$ cat config.mk
export PLATFORM = sky130hd
export DESIGN_NAME = matmul_sequencer
export DESIGN_NICKNAME = d
export VERILOG_FILES = /design/src/rtl/matmul_sequencer.sv
export SDC_FILE = /design/constraint.sdc
export NUM_CORES = 1
export LEC_CHECK = 0
export CAP_MARGIN = 20
export CORE_MARGIN = 2
export CORE_UTILIZATION = 30
export CTS_BUF_LIST = sky130_fd_sc_hd__clkbuf_4 sky130_fd_sc_hd__clkbuf_8
export CTS_CLUSTER_DIAMETER = 40
export DETAILED_ROUTE_END_ITERATION = 12
export GPL_ROUTABILITY_DRIVEN = 1
export PLACE_DENSITY_LB_ADDON = 0.3
export SETUP_SLACK_MARGIN = 0.02
export SLEW_MARGIN = 20
export SYNTH_ARGS = -nofsm -noshare
export SYNTH_HDL_FRONTEND = slang
export SYNTH_SLANG_ARGS = --single-unit
$ cat constraint.sdc
create_clock -name clk_i -period 7.2 [get_ports clk_i]
set_clock_uncertainty 0.2 [all_clocks]
set_input_delay 1.44 -clock clk_i [delete_from_list [all_inputs] [get_ports clk_i]]
set_output_delay 1.44 -clock clk_i [all_outputs]
set_load 0.01 [all_outputs]
$ cat src/rtl/matmul_sequencer.sv
// Control FSM for one N x N systolic matrix multiply: clear, skewed feed, capture, drain.
// Optional build macro MATMUL_SEQ_PERF_EN adds a saturating downstream-stall counter.
module matmul_sequencer #(
  parameter int N     = 4,
  parameter int CNT_W = 16,
  parameter int ROW_W = $clog2(N)
) (
  input  logic             clk_i,
  input  logic             rst_i,
  input  logic             start_i,
  input  logic [CNT_W-1:0] k_len_i,
  output logic             busy_o,
  output logic             err_o,
  output logic             clr_pe_o,
  output logic [N-1:0]     feed_en_o,
  output logic             acc_valid_o,
  output logic [ROW_W-1:0] acc_row_sel_o,
  output logic             out_valid_o,
  input  logic             out_ready_i,
  output logic [ROW_W-1:0] out_row_o,
  output logic             done_o
`ifdef MATMUL_SEQ_PERF_EN
  ,
  output logic [15:0]      stall_cnt_o
`endif
);

  typedef enum logic [2:0] {IDLE, CLEAR, COMPUTE, CAPTURE, DRAIN} state_e;

  // One extra counter bit so K + 2N - 3 never wraps for the largest K.
  localparam int CW = CNT_W + 1;
  localparam logic [CW-1:0]    CNT_ROW_LAST = CW'(N - 1);
  localparam logic [ROW_W-1:0] ROW_LAST     = ROW_W'(N - 1);

  state_e             state_q, state_d;
  logic [CW-1:0]      cnt_q, cnt_d;
  logic [CNT_W-1:0]   kLen_q, kLen_d;
  logic [CW-1:0]      lastCompute;
  logic               startAccept;

  logic               busy_q, busy_d;
  logic               err_q, err_d;
  logic               clr_q, clr_d;
  logic [N-1:0]       feed_q, feed_d;
  logic               accValid_q, accValid_d;
  logic [ROW_W-1:0]   accRow_q, accRow_d;
  logic               outValid_q, outValid_d;
  logic [ROW_W-1:0]   outRow_q, outRow_d;
  logic               done_q, done_d;

  assign lastCompute = CW'(kLen_q) + CW'(2 * N - 3);
  assign startAccept = (state_q == IDLE) && start_i && (k_len_i != '0);

  always_comb begin
    state_d = state_q;
    cnt_d   = cnt_q;
    kLen_d  = kLen_q;
    err_d   = 1'b0;
    done_d  = 1'b0;
    case (state_q)
      IDLE: begin
        if (startAccept) begin
          kLen_d  = k_len_i;
          cnt_d   = '0;
          state_d = CLEAR;
        end else if (start_i) begin
          err_d = 1'b1;
        end
      end
      CLEAR: begin
        cnt_d   = '0;
        state_d = COMPUTE;
      end
      COMPUTE: begin
        if (cnt_q == lastCompute) begin
          cnt_d   = '0;
          state_d = CAPTURE;
        end else begin
          cnt_d = cnt_q + CW'(1);
        end
      end
      CAPTURE: begin
        if (cnt_q == CNT_ROW_LAST) begin
          cnt_d   = '0;
          state_d = DRAIN;
        end else begin
          cnt_d = cnt_q + CW'(1);
        end
      end
      DRAIN: begin
        if (out_ready_i) begin
          if (cnt_q == CNT_ROW_LAST) begin
            cnt_d   = '0;
            done_d  = 1'b1;
            state_d = IDLE;
          end else begin
            cnt_d = cnt_q + CW'(1);
          end
        end
      end
      default: begin
        cnt_d   = '0;
        state_d = IDLE;
      end
    endcase

    // Outputs are decoded from the next state so they appear registered in step with it.
    busy_d     = (state_d != IDLE);
    clr_d      = (state_d == CLEAR);
    accValid_d = (state_d == CAPTURE);
    accRow_d   = (state_d == CAPTURE) ? (ROW_LAST - cnt_d[ROW_W-1:0]) : '0;
    outValid_d = (state_d == DRAIN);
    outRow_d   = (state_d == DRAIN) ? cnt_d[ROW_W-1:0] : '0;
    feed_d     = '0;
    for (int r = 0; r < N; r++) begin
      feed_d[r] = (state_d == COMPUTE) && (cnt_d >= CW'(r)) &&
                  ((cnt_d - CW'(r)) < {1'b0, kLen_d});
    end
  end

  always_ff @(posedge clk_i or posedge rst_i) begin
    if (rst_i) begin
      state_q    <= IDLE;
      cnt_q      <= '0;
      kLen_q     <= '0;
      busy_q     <= 1'b0;
      err_q      <= 1'b0;
      clr_q      <= 1'b0;
      feed_q     <= '0;
      accValid_q <= 1'b0;
      accRow_q   <= '0;
      outValid_q <= 1'b0;
      outRow_q   <= '0;
      done_q     <= 1'b0;
    end else begin
      state_q    <= state_d;
      cnt_q      <= cnt_d;
      kLen_q     <= kLen_d;
      busy_q     <= busy_d;
      err_q      <= err_d;
      clr_q      <= clr_d;
      feed_q     <= feed_d;
      accValid_q <= accValid_d;
      accRow_q   <= accRow_d;
      outValid_q <= outValid_d;
      outRow_q   <= outRow_d;
      done_q     <= done_d;
    end
  end

  assign busy_o        = busy_q;
  assign err_o         = err_q;
  assign clr_pe_o      = clr_q;
  assign feed_en_o     = feed_q;
  assign acc_valid_o   = accValid_q;
  assign acc_row_sel_o = accRow_q;
  assign out_valid_o   = outValid_q;
  assign out_row_o     = outRow_q;
  assign done_o        = done_q;

`ifdef MATMUL_SEQ_PERF_EN
  logic [15:0] stall_q, stall_d;

  // Counts drain cycles where a row is offered but not taken; saturates rather than wraps.
  always_comb begin
    stall_d = stall_q;
    if (startAccept) begin
      stall_d = '0;
    end else if ((state_q == DRAIN) && !out_ready_i && (stall_q != 16'hFFFF)) begin
      stall_d = stall_q + 16'd1;
    end
  end

  always_ff @(posedge clk_i or posedge rst_i) begin
    if (rst_i) begin
      stall_q <= '0;
    end else begin
      stall_q <= stall_d;
    end
  end

  assign stall_cnt_o = stall_q;
`endif

endmodule

== Word-level counts from Yosys, hierarchy flattened ==
Index checks and enable logic that the tools add are counted.
Word-level totals
  flip-flop bits (word level): 50
  input port bits: 20
  output and inout bits: 14
  logic and storage cells: 70
Operators by class
  add/sub/neg operators: 6
  $lt $le $gt $ge: 8
  eq/ne operators: 10
  multiplexer cells: 21
  reduce and logical (&&, ||, !) cells: 13
Operators by type and width (count)
  $lt 17x16->1: 4
  $mux 17: 4
  $pmux 17 s4: 1
  $ge 17x1->1 const B: 2
  $ge 17x2->1 const B: 2
  $sub 17x2->17 const B: 2
  $mux 16: 2
  $add 16x3->17 const B: 1
  $add 17x1->17 const B: 1
  $eq 17x17->1: 1
  $eq 17x2->1 const B: 1
  $sub 17x1->17 const B: 1
  $reduce_bool 16->1: 1
  $mux 3: 5
  $pmux 3 s5: 1
  $eq 3x2->1 const B: 4
  $logic_and 1x1->1: 10
  $eq 3x1->1 const B: 2
  $eq 3x3->1 const B: 2
  $mux 1: 6
  $mux 2: 2
  $logic_not 3->1: 1
  $reduce_bool 3->1: 1
  $sub 2x2->2 const A: 1

== Depth between registers and ports, before layout ==
Gate-level depths: netlist of run 1.
  word-level depth: 8
  mapped depth: 25
  gate-level depth less buffers: 23

== Worst setup path before layout of run 1 ==
OpenSTA, ideal clock, no wires.
  path kind: input port to flip-flop
  from: in start_i
  to: reg feed_q[3], in the netlist feed_en_o[3]
  setup time: 77 ps
  arrival: 5940 ps
  required time: 6923 ps
  setup slack: 982 ps
  stages: 19
  buffers on the path: 1
  cell sequence: or4b_1 > a41oi_1 > nor2_1 > clkbuf_1 > a22oi_1 > inv_1 > ha_1 > a211o_1 > nor4b_2 > nand2_1 > xnor2_1 > ha_1 > nor2b_1 > o21ai_0 > nand2b_1 > a2111oi_0 > a21oi_1 > a2111o_1 > a21oi_1
Between the ends
  cells in the longest elaborated chain, start to end: 7
  elaborated cells on any way between the ends: 14
  those cells by class: add/sub: 1; order compare: 2; eq/ne: 1; mux: 6; reduce/logical: 4
RTL lines
  start: declaration: RTL line 10  | input logic start_i,
  $logic_and 1x1->1 (*) (2 in a row): RTL line 52  | assign startAccept = (state_q == IDLE) && start_i && (k_len_i != '0);
  $mux 17 (*): RTL line 62  | if (startAccept) begin
  $pmux 17 s4 (*): RTL line 60  | case (state_q)
  named net cnt_d[1]: RTL line 36  | logic [CW-1:0] cnt_q, cnt_d;
  $sub 17x2->17 or $ge 17x2->1 (tied branches): RTL line 117, 116
  $lt 17x16->1 or $logic_and 1x1->1 (tied branches): RTL line 117, 116
  $logic_and 1x1->1 (*): RTL line 116  | feed_d[r] = (state_d == COMPUTE) && (cnt_d >= CW'(r)) &&
  named net feed_d[3]: RTL line 44  | logic [N-1:0] feed_q, feed_d;
  end signal: assignment: RTL line 129  | feed_q <= '0;
  end signal: assignment: RTL line 142  | feed_q <= feed_d;
  end: declaration: RTL line 44
Mark *: on every way through the listed nets, which the timed path passes. The rest lies on a longest branch.

== Final worst setup path of run 1 ==
  from: in out_ready_i
  to: reg feed_q[1], in the netlist feed_en_o[1]
Between the ends
  cells in the longest elaborated chain, start to end: 5
  elaborated cells on any way between the ends: 10
  those cells by class: add/sub: 1; order compare: 2; eq/ne: 1; mux: 4; reduce/logical: 2
RTL lines
  start: declaration: RTL line 19  | input logic out_ready_i,
  $mux 17 or $mux 3 (tied branches): RTL line 91  | if (out_ready_i) begin
  $pmux 17 s4 or $pmux 3 s5 (tied branches): RTL line 60
  $sub 17x1->17 (tied with other cells): RTL line 117  | ((cnt_d - CW'(r)) < {1'b0, kLen_d});
  $lt 17x16->1 or $logic_and 1x1->1 (tied branches): RTL line 117, 116
  $logic_and 1x1->1 (*): RTL line 116
  named net feed_d[1]: RTL line 44
Marks and branches as above.

==> results.py, run 1 <==
metrics = {
    "clock_tree": {
        "post-cts-setup-buffer-count": 0,
        "ctsLongestPathBuffers": 2,
        "cts_tree": "yes",
        "cts_sinks": 50,
        "cts_resized": 0,
        "cts_buffers": 5,
        "clk_pin_slew_ns": 0.11,
        "hold_buffers": 0,
        "clk_latency_ns": 0.33,
        "h-tree-depth": 2,
        "cts_root_buf": "clkbuf_8",
    },
    "timing": {
        "setup_viol": 0,
        "period_share_pct": 92.5,
        "period_minus_slack_ns": 6.66,
        "setup_tns_ns": 0,
        "hold_violations": 0,
        "clock.fmax_ghz": 0.150,
        "holdWs_ns": 0.437,
        "rsz0062_at_grt": "false",
        "relSlewSlack_pct": 30.2,
        "tightest_slew_ns": 1.03,
        "maxSlewViolCount": 0,
    },
    "floorplan": {
        "die_h_um": 138,
        "die_w_um": 138,
        "core_area_um2": 17800,
        "dieArea_um2": 19200,
        "start_util_pct": 30.4,
        "std_cell_rows": 49,
        "io_pins": 34,
    },
    "synthesis": {
        "synth_edf_count": 0,
        "ys_seq_area_share_pct": 23.1,
        "ys_ff_latch": 50,
        "yosysTopAreaCell": "dfrtp_1",
        "synth_top_area_share_pct": 23.1,
        "postSynthAreaPerCell_um2": 8.62,
        "synthCells": 629,
        "yosys_warnings": 0,
        "synthTopCellsByArea": "dfrtp_1 (23%), ha_1 (15%), xnor2_1 (6.0%), xor2_1 (5.2%), a21o_1 (2.9%)",
        "ys_types": 74,
        "synth_top_flop_cell": "dfrtp_1",
        "synthArstFlopShare_pct": 100,
        "netlist_top_cells_count": "ha_1 (67), dfrtp_1 (50), nor2_1 (40)",
        "synth_most_common_cell": "ha_1",
        "syn-cell-area_um2": 5420,
        "syn_nets": 716,
    },
    "outcome": {
        "status": "complete, no violations",
    },
    "place": {
        "hpwl_mm": 13.7,
        "place_area_um2": 6140,
        "portBuffers": 33,
        "gp_congestion": 0.892,
    },
    "flow_run": {
        "maxCapViolCount": 0,
    },
    "min_path": {
        "min_path_type": "flip-flop to flip-flop",
        "hold_start": "state_q[2]",
    },
    "detailed_routing": {
        "drt_iter0_markers": 340,
        "drc": 0,
        "drtPass1Iterations": 5,
        "ant_nets": 0,
        "via_count": 5047,
        "viasPerCell": 5.63,
        "detail_route.wl_per_cell_um": 19.8,
        "finalWirelength_mm": 17.8,
    },
    "layout": {
        "num-nets-final": 754,
        "syn2layout_area_growth_pct": 14.9,
        "fin_area_um2": 6230,
        "n_antenna_cell": 0,
        "layout-drive-gt1-share_pct": 9.88,
    },
    "worst_setup_path": {
        "crit_path_end_kind": "flip-flop",
        "start_kind": "input pin",
        "worstSetupStartpoint": "out_ready_i",
        "worstPathRequired_ns": 7.22,
        "path_max_fanout": 8,
        "critical_path_class": "input pin to flip-flop",
        "critPathArrivalTime_ns": 6.68,
        "reg2reg_from": "kLen_q[0]",
    },
    "grt": {
        "antenna_found_initial": 0,
        "grt_use_total_pct": 18.5,
        "grt_first_pass_wirelength_mm": 28.2,
        "grt_pass1_vias": 5013,
        "grt-ovfl-total": 0,
        "grt_max_degree": 51,
    },
}
-- registers in the layout, summed over array words and instances, names as in the netlist --
register and count:
err_o 1, kLen_q 16, acc_row_sel_o 2, feed_en_o 4
out_row_o 2, cnt_q 17, state_q 3, out_valid_o 1
busy_o 1, clr_pe_o 1, acc_valid_o 1, done_o 1
-- cell usage in the layout, fill, tap and decap left out, types with 4 or more instances in the layout --
master           synthesis  layout
ha_1                    67      67
a21o_1                  21      21
mux2i_1                 15      15
clkbuf_8                 0       5
a31oi_1                  4       4
buf_4                    0      34
a21oi_1                 22      22
o211ai_1                 5       5
o21ai_0                 21      21
nand4_1                 19      19
and3_1                   8       8
inv_1                   30      29
a211o_1                  6       6
nand3_1                 19      19
or3_1                    4       4
xor2_1                  32      32
a211oi_1                 7       7
xnor2_1                 37      37
clkdlybuf4s50_1          0      33
nor3_1                  16      16
nor2b_1                  8       8
a22o_1                   5       5
nor2_1                  40      40
dfrtp_1                 50      50
nand2_1                 39      39
or4_1                    5       5
o21ai_1                  4       4
nor4_1                  16      16
nor4b_1                  4       4
nand2b_1                12      12
-- path summary, 6_finish.rpt --
check	cells past startpoint	slack [ns]	to
max reg2reg	22	0.77	feed_en_o[1]
max in group asynchronous	2	4.86	acc_valid_o
min reg2reg	1	0.44	state_q[1]
min	1	0.44	state_q[1]
min in group asynchronous	2	1.39	kLen_q[13]
max	20	0.54	feed_en_o[1]
-- final cells by class --
class	instances	area [um^2]
Clock buffer	6	76.3
Clock inverter	2	13.8
Fill cell	1836	11600
Inverter	31	118
Multi-Input combinational cell	512	3900
Sequential cell	50	1250
Tap cell	229	287
Timing Repair Buffer	67	586
-- layer usage --
| layer | track usage, % | vias to the layer above | share of wire (%) |
|---|---|---|---|
| li1 | - | 2406 | - |
| met2 | 30.0 | 116 | 47 |
| met3 | 1.87 | 29 | 3.2 |
| met4 | 7.30 | 0 | 3.2 |
| met1 | 25.3 | 2496 | 47 |
| met5 | 0 | - | 0 |
-- logic make-up (layout without fill, tap and decap cells) --
family	Yosys count	in the layout	share of synthesized area [%]
compound gates	140	140	18.5
mux	17	17	3.18
buf+inv	67	106	5.26
flops	50	50	23.1
fa+ha+maj	67	67	15.5
simple gates	219	219	23.4
xor+xnor	69	69	11.1
-- critical path, cell delays in order --
cell and delay, ns:
clkdlybuf4s50_1 0.55, a32o_1 0.32, nand2_1 0.17, nor4b_4 0.41, o41ai_1 0.18, or2_2 0.40
inv_1 0.10, ha_1 0.22, o311ai_0 0.35, nor3_1 0.37, buf_4 0.19, nand3_1 0.10
xnor2_1 0.15, ha_1 0.22, a21o_1 0.15, a21o_1 0.16, a2111oi_1 0.57, buf_4 0.20
o21ai_0 0.08, nor4_1 0.36
-- stage by stage --
| stage | cells | util (%) | setup slack (ns) |
|---|---|---|---|
| finish | 897 | 34.9 | 0.540 |
| global route | 897 | 34.9 | 0.112 |
| CTS | 897 | 34.9 | 0.485 |
| detailed placement | 889 | 34.4 | 0.174 |
| global placement | 889 | 34.4 | 0.342 |
| floorplan | 629 | - | 0.982 |
Power of run 1 is left out: the tool's default activity adds up to more than one toggle a clock period on the data nets, which glitch-free logic cannot reach.
==> inputs of run 2 (changes only) <==
--- a/config.mk
+++ b/config.mk
@@ -12,6 +12,7 @@
 export CTS_CLUSTER_DIAMETER = 40
 export DETAILED_ROUTE_END_ITERATION = 12
 export GPL_ROUTABILITY_DRIVEN = 1
+export MAX_ROUTING_LAYER = met4
 export PLACE_DENSITY_LB_ADDON = 0.3
 export SETUP_SLACK_MARGIN = 0.02
 export SLEW_MARGIN = 20
==> run 2 against run 1 <==
Clock-buffer cell count grew 1; cell count unchanged; maximum frequency decreased by 0.40%; core utilization rose by 0.091 points; sequential cell count unchanged; first-iteration DRC count rose by 15%; final area increased by 0.26%; critical path type unchanged; highest routed layer unchanged.
==> results.py, run 2 (synthesis gave the netlist of run 1 again) <==
metrics = {
    "layout": {
        "largest_reg_flops": 17,
        "layout-drive-gt1-share_pct": 9.88,
        "final_cell_mix": "ha_1 (67), dfrtp_1 (50), nor2_1 (40)",
        "n_fill_cell": 1832,
        "n_antenna_cell": 0,
        "syn2layout_area_growth_pct": 15.2,
        "top_register": "cnt_q",
        "layout_commonest_cell": "ha_1",
        "num-nets-final": 754,
    },
    "detailed_routing": {
        "ant_nets": 0,
        "drt-met1-wl_mm": 8.03,
        "detail_route.wl_per_cell_um": 20.0,
        "drtPass1Iterations": 5,
        "top_layer": "met4",
        "via_count": 5101,
        "viasPerCell": 5.69,
        "met2WireLength_mm": 8.47,
        "wl_met3_um": 867,
        "finalWirelength_mm": 17.9,
        "drt_iter0_markers": 391,
        "drc": 0,
    },
    "flow_run": {
        "maxCapViolCount": 0,
    },
    "clock_tree": {
        "h-tree-depth": 2,
        "clk_latency_ns": 0.33,
        "post-cts-setup-buffer-count": 0,
        "ctsLongestPathBuffers": 2,
        "cts_buffers": 5,
        "cts_tree": "yes",
        "hold_buffers": 0,
        "cts_resized": 0,
        "clk_pin_slew_ns": 0.11,
        "cts_root_buf": "clkbuf_8",
        "cts_sinks": 50,
    },
    "min_path": {
        "min_path_type": "flip-flop to flip-flop",
        "min_path_cells": 1,
    },
    "timing": {
        "hold_violations": 0,
        "maxSlewViolCount": 0,
        "setup_tns_ns": 0,
        "relSlewSlack_pct": 28.7,
        "period_minus_slack_ns": 6.69,
        "clock.fmax_ghz": 0.150,
        "tightest_slew_ns": 1.06,
        "period_share_pct": 92.9,
        "rsz0062_at_grt": "false",
        "setup_viol": 0,
    },
    "worst_setup_path": {
        "crit_path_end_kind": "flip-flop",
        "critical_path_class": "input pin to flip-flop",
        "start_kind": "input pin",
        "path_max_fanout": 20,
        "r2r_cells": 22,
        "worstPathRequired_ns": 7.26,
        "critPathArrivalTime_ns": 6.74,
    },
    "floorplan": {
        "std_cell_rows": 49,
        "core_area_um2": 17800,
        "start_util_pct": 30.4,
        "io_pins": 34,
        "die_h_um": 138,
        "dieArea_um2": 19200,
        "die_w_um": 138,
    },
    "grt": {
        "grt_first_pass_wirelength_mm": 28.5,
        "grt_max_degree": 32,
        "antenna_found_initial": 0,
        "grt_use_total_pct": 19.1,
        "grt-ovfl-total": 0,
        "grt_pass1_vias": 5125,
    },
    "place": {
        "hpwl_mm": 13.9,
        "portBuffers": 33,
        "gp_congestion": 0.995,
    },
    "outcome": {
        "status": "complete, no violations",
    },
}
## run 2: area by class of cell
type | count | area (um^2) | share of cell area, %
Timing Repair Buffer | 67 | 596 | 9.53
Tap cell | 229 | 287 | 4.59
Inverter | 31 | 116 | 1.86
Multi-Input combinational cell | 512 | 3900 | 62.4
Clock inverter | 1 | 8.76 | 0.140
Clock buffer | 7 | 90.1 | 1.44
Sequential cell | 50 | 1250 | 20.0
## run 2: worst paths after layout
| path | slack, ns | from | to |
|---|---|---|---|
| max in group asynchronous | 5.00 | rst_i | cnt_q[6] |
| worst min-delay path | 0.43 | state_q[2] | state_q[1] |
| worst min register to register | 0.43 | state_q[2] | state_q[1] |
| worst max register to register | 0.86 | kLen_q[0] | feed_en_o[3] |
| worst max-delay path | 0.51 | start_i | feed_en_o[3] |
| min in group asynchronous | 1.24 | rst_i | kLen_q[15] |
## run 2: stage by stage
| step | util (%) | std cells | area, um^2 | hold WS [ns] | setup slack [ns] |
|---|---|---|---|---|---|
| floorplan | - | 629 | 5420 | 0.321 | 0.982 |
| global placement | 34.3 | 887 | 6120 | 0.408 | 0.271 |
| detailed placement | 34.4 | 888 | 6140 | 0.391 | 0.295 |
| CTS | 35.0 | 896 | 6240 | 0.424 | 0.602 |
| global route | 35.0 | 897 | 6250 | 0.469 | 0.266 |
| finish | 35.0 | 897 | 6250 | 0.427 | 0.513 |
## run 2: critical path: stages
cell	delay (ns)
clkdlybuf4s50_1	0.46
or4b_1	0.48
a41oi_2	0.20
buf_4	0.35
or2_1	0.18
o22ai_1	0.09
a21o_1	0.22
or2_1	0.30
or4_4	0.64
nor3_1	0.26
xor2_1	0.18
ha_1	0.26
a21oi_1	0.14
nor2b_1	0.06
o21ai_0	0.15
nand2b_1	0.10
a2111oi_0	0.50
a21oi_1	0.19
a2111o_1	0.41
a21oi_1	0.14
## run 2: layer usage
layer / global-route usage, % / up-vias
met5: - / -
met2: 30.6 / 169
met4: 7.30 / 0
met1: 24.7 / 2491
met3: 2.25 / 35
li1: - / 2406
Power of run 2 is left out for the same reason.
==> inputs of run 3 (changes only) <==
--- a/config.mk
+++ b/config.mk
@@ -15,7 +15,6 @@
 export MAX_ROUTING_LAYER = met4
 export PLACE_DENSITY_LB_ADDON = 0.3
 export SETUP_SLACK_MARGIN = 0.02
-export SLEW_MARGIN = 20
 export SYNTH_ARGS = -nofsm -noshare
 export SYNTH_HDL_FRONTEND = slang
 export SYNTH_SLANG_ARGS = --single-unit
==> run 3 against run 2 <==
First-iteration DRC count increased by 7.2%; final area is essentially flat; via count decreased by 0.51%; hold slack got worse by 0.016 ns; critical path type unchanged; critical endpoint unchanged.
==> results.py, run 3 (synthesis gave the netlist of run 1 again) <==
metrics = {
    "clock_tree": {
        "cts_root_buf": "clkbuf_8",
        "cts_tree": "yes",
        "cts_sinks": 50,
        "post-cts-setup-buffer-count": 0,
        "cts_buffers": 5,
        "cts_resized": 0,
        "ctsLongestPathBuffers": 2,
        "h-tree-depth": 2,
        "hold_buffers": 0,
        "clk_latency_ns": 0.32,
        "clk_pin_slew_ns": 0.11,
    },
    "timing": {
        "maxSlewViolCount": 0,
        "setup_tns_ns": 0,
        "rsz0062_at_grt": "false",
        "hold_violations": 0,
        "relSlewSlack_pct": 22.7,
        "period_minus_slack_ns": 6.68,
        "clock.fmax_ghz": 0.150,
        "tightest_slew_ns": 1.15,
        "setup_viol": 0,
        "finalWorstSetupSlack_ns": 0.518,
        "period_share_pct": 92.8,
        "holdWs_ns": 0.411,
    },
    "worst_setup_path": {
        "start_kind": "input pin",
        "r2r_cells": 22,
        "path_max_fanout": 20,
        "crit_path_end_kind": "flip-flop",
        "critPathArrivalTime_ns": 6.73,
        "worstPathRequired_ns": 7.25,
        "critical_path_class": "input pin to flip-flop",
        "worstSetupStartpoint": "start_i",
        "reg2reg_from": "kLen_q[0]",
    },
    "detailed_routing": {
        "finalWirelength_mm": 17.7,
        "drtPass1Iterations": 5,
        "viasPerCell": 5.66,
        "detail_route.wl_per_cell_um": 19.8,
        "drc": 0,
        "drt_iter0_markers": 419,
        "via_count": 5075,
        "ant_nets": 0,
    },
    "place": {
        "portBuffers": 33,
        "hpwl_mm": 13.9,
        "dpl_worst_slack_ns": 0.305,
        "gp_congestion": 0.995,
        "place_area_um2": 6140,
    },
    "floorplan": {
        "io_pins": 34,
        "std_cell_rows": 49,
        "dieArea_um2": 19200,
        "die_h_um": 138,
        "die_w_um": 138,
        "start_util_pct": 30.4,
        "core_area_um2": 17800,
    },
    "layout": {
        "fin_area_um2": 6250,
        "largest_reg_flops": 17,
        "multi_input_area_um2": 3890,
        "final_cell_mix": "ha_1 (67), dfrtp_1 (50), nor2_1 (40)",
        "n_antenna_cell": 0,
        "layout-drive-gt1-share_pct": 9.73,
        "num-nets-final": 754,
        "seqCellArea_um2": 1250,
        "top_register": "cnt_q",
        "layout_commonest_cell": "ha_1",
        "n_fill_cell": 1826,
        "syn2layout_area_growth_pct": 15.2,
    },
    "grt": {
        "grt_max_degree": 34,
        "grt-ovfl-total": 0,
        "grt_pass1_vias": 5045,
        "grt_use_total_pct": 18.9,
        "antenna_found_initial": 0,
        "grt_first_pass_wirelength_mm": 28.2,
    },
    "outcome": {
        "status": "complete, no violations",
    },
    "min_path": {
        "hold_start": "state_q[2]",
        "min_path_type": "flip-flop to flip-flop",
        "min_path_cells": 1,
    },
    "flow_run": {
        "maxCapViolCount": 0,
    },
}
-- run 3: final cells by class --
| type | count | area share (%) |
|---|---|---|
| clock buffer | 7 | 1.54 |
| clock inverter | 1 | 0.140 |
| inverter | 31 | 1.86 |
| multi-input combinational | 512 | 62.3 |
| sequential | 50 | 20.0 |
| tap | 229 | 4.59 |
| timing repair buffer | 67 | 9.53 |
-- run 3: critical path, stage by stage --
cell and delay (ns):
clkdlybuf4s50_1 0.44, or4b_1 0.49, a41oi_2 0.20, buf_4 0.35, or2_1 0.19, o22ai_1 0.09, a21o_1 0.21, or2_1 0.30
or4_4 0.63, nor3_1 0.24, xor2_1 0.18, ha_1 0.27, a21oi_1 0.15, nor2b_1 0.06, o21ai_0 0.14, nand2b_1 0.10
a2111oi_0 0.48, a21oi_1 0.19, a2111o_1 0.41, a21oi_1 0.15
-- run 3: stage by stage --
stage | std cells | util, %
CTS | 896 | 35.0
floorplan | 629 | -
detailed placement | 888 | 34.4
finish | 897 | 35.0
global placement | 887 | 34.3
global route | 897 | 35.0
-- run 3: worst paths after layout --
kind	end	slack (ns)
worst max-delay path	feed_en_o[3]	0.52
worst min-delay path	state_q[1]	0.41
worst max register to register	feed_en_o[2]	0.91
worst min register to register	state_q[1]	0.41
max in group asynchronous	cnt_q[6]	5.03
min in group asynchronous	cnt_q[13]	1.22
-- run 3: layer usage --
| layer | share of wire, % | vias to the layer above | track usage (%) |
|---|---|---|---|
| met4 | 2.6 | 0 | 6.07 |
| met2 | 48 | 193 | 30.6 |
| li1 | - | 2404 | - |
| met5 | 0 | - | - |
| met3 | 4.9 | 29 | 1.77 |
| met1 | 45 | 2449 | 24.9 |
Power of run 3 is left out for the same reason.
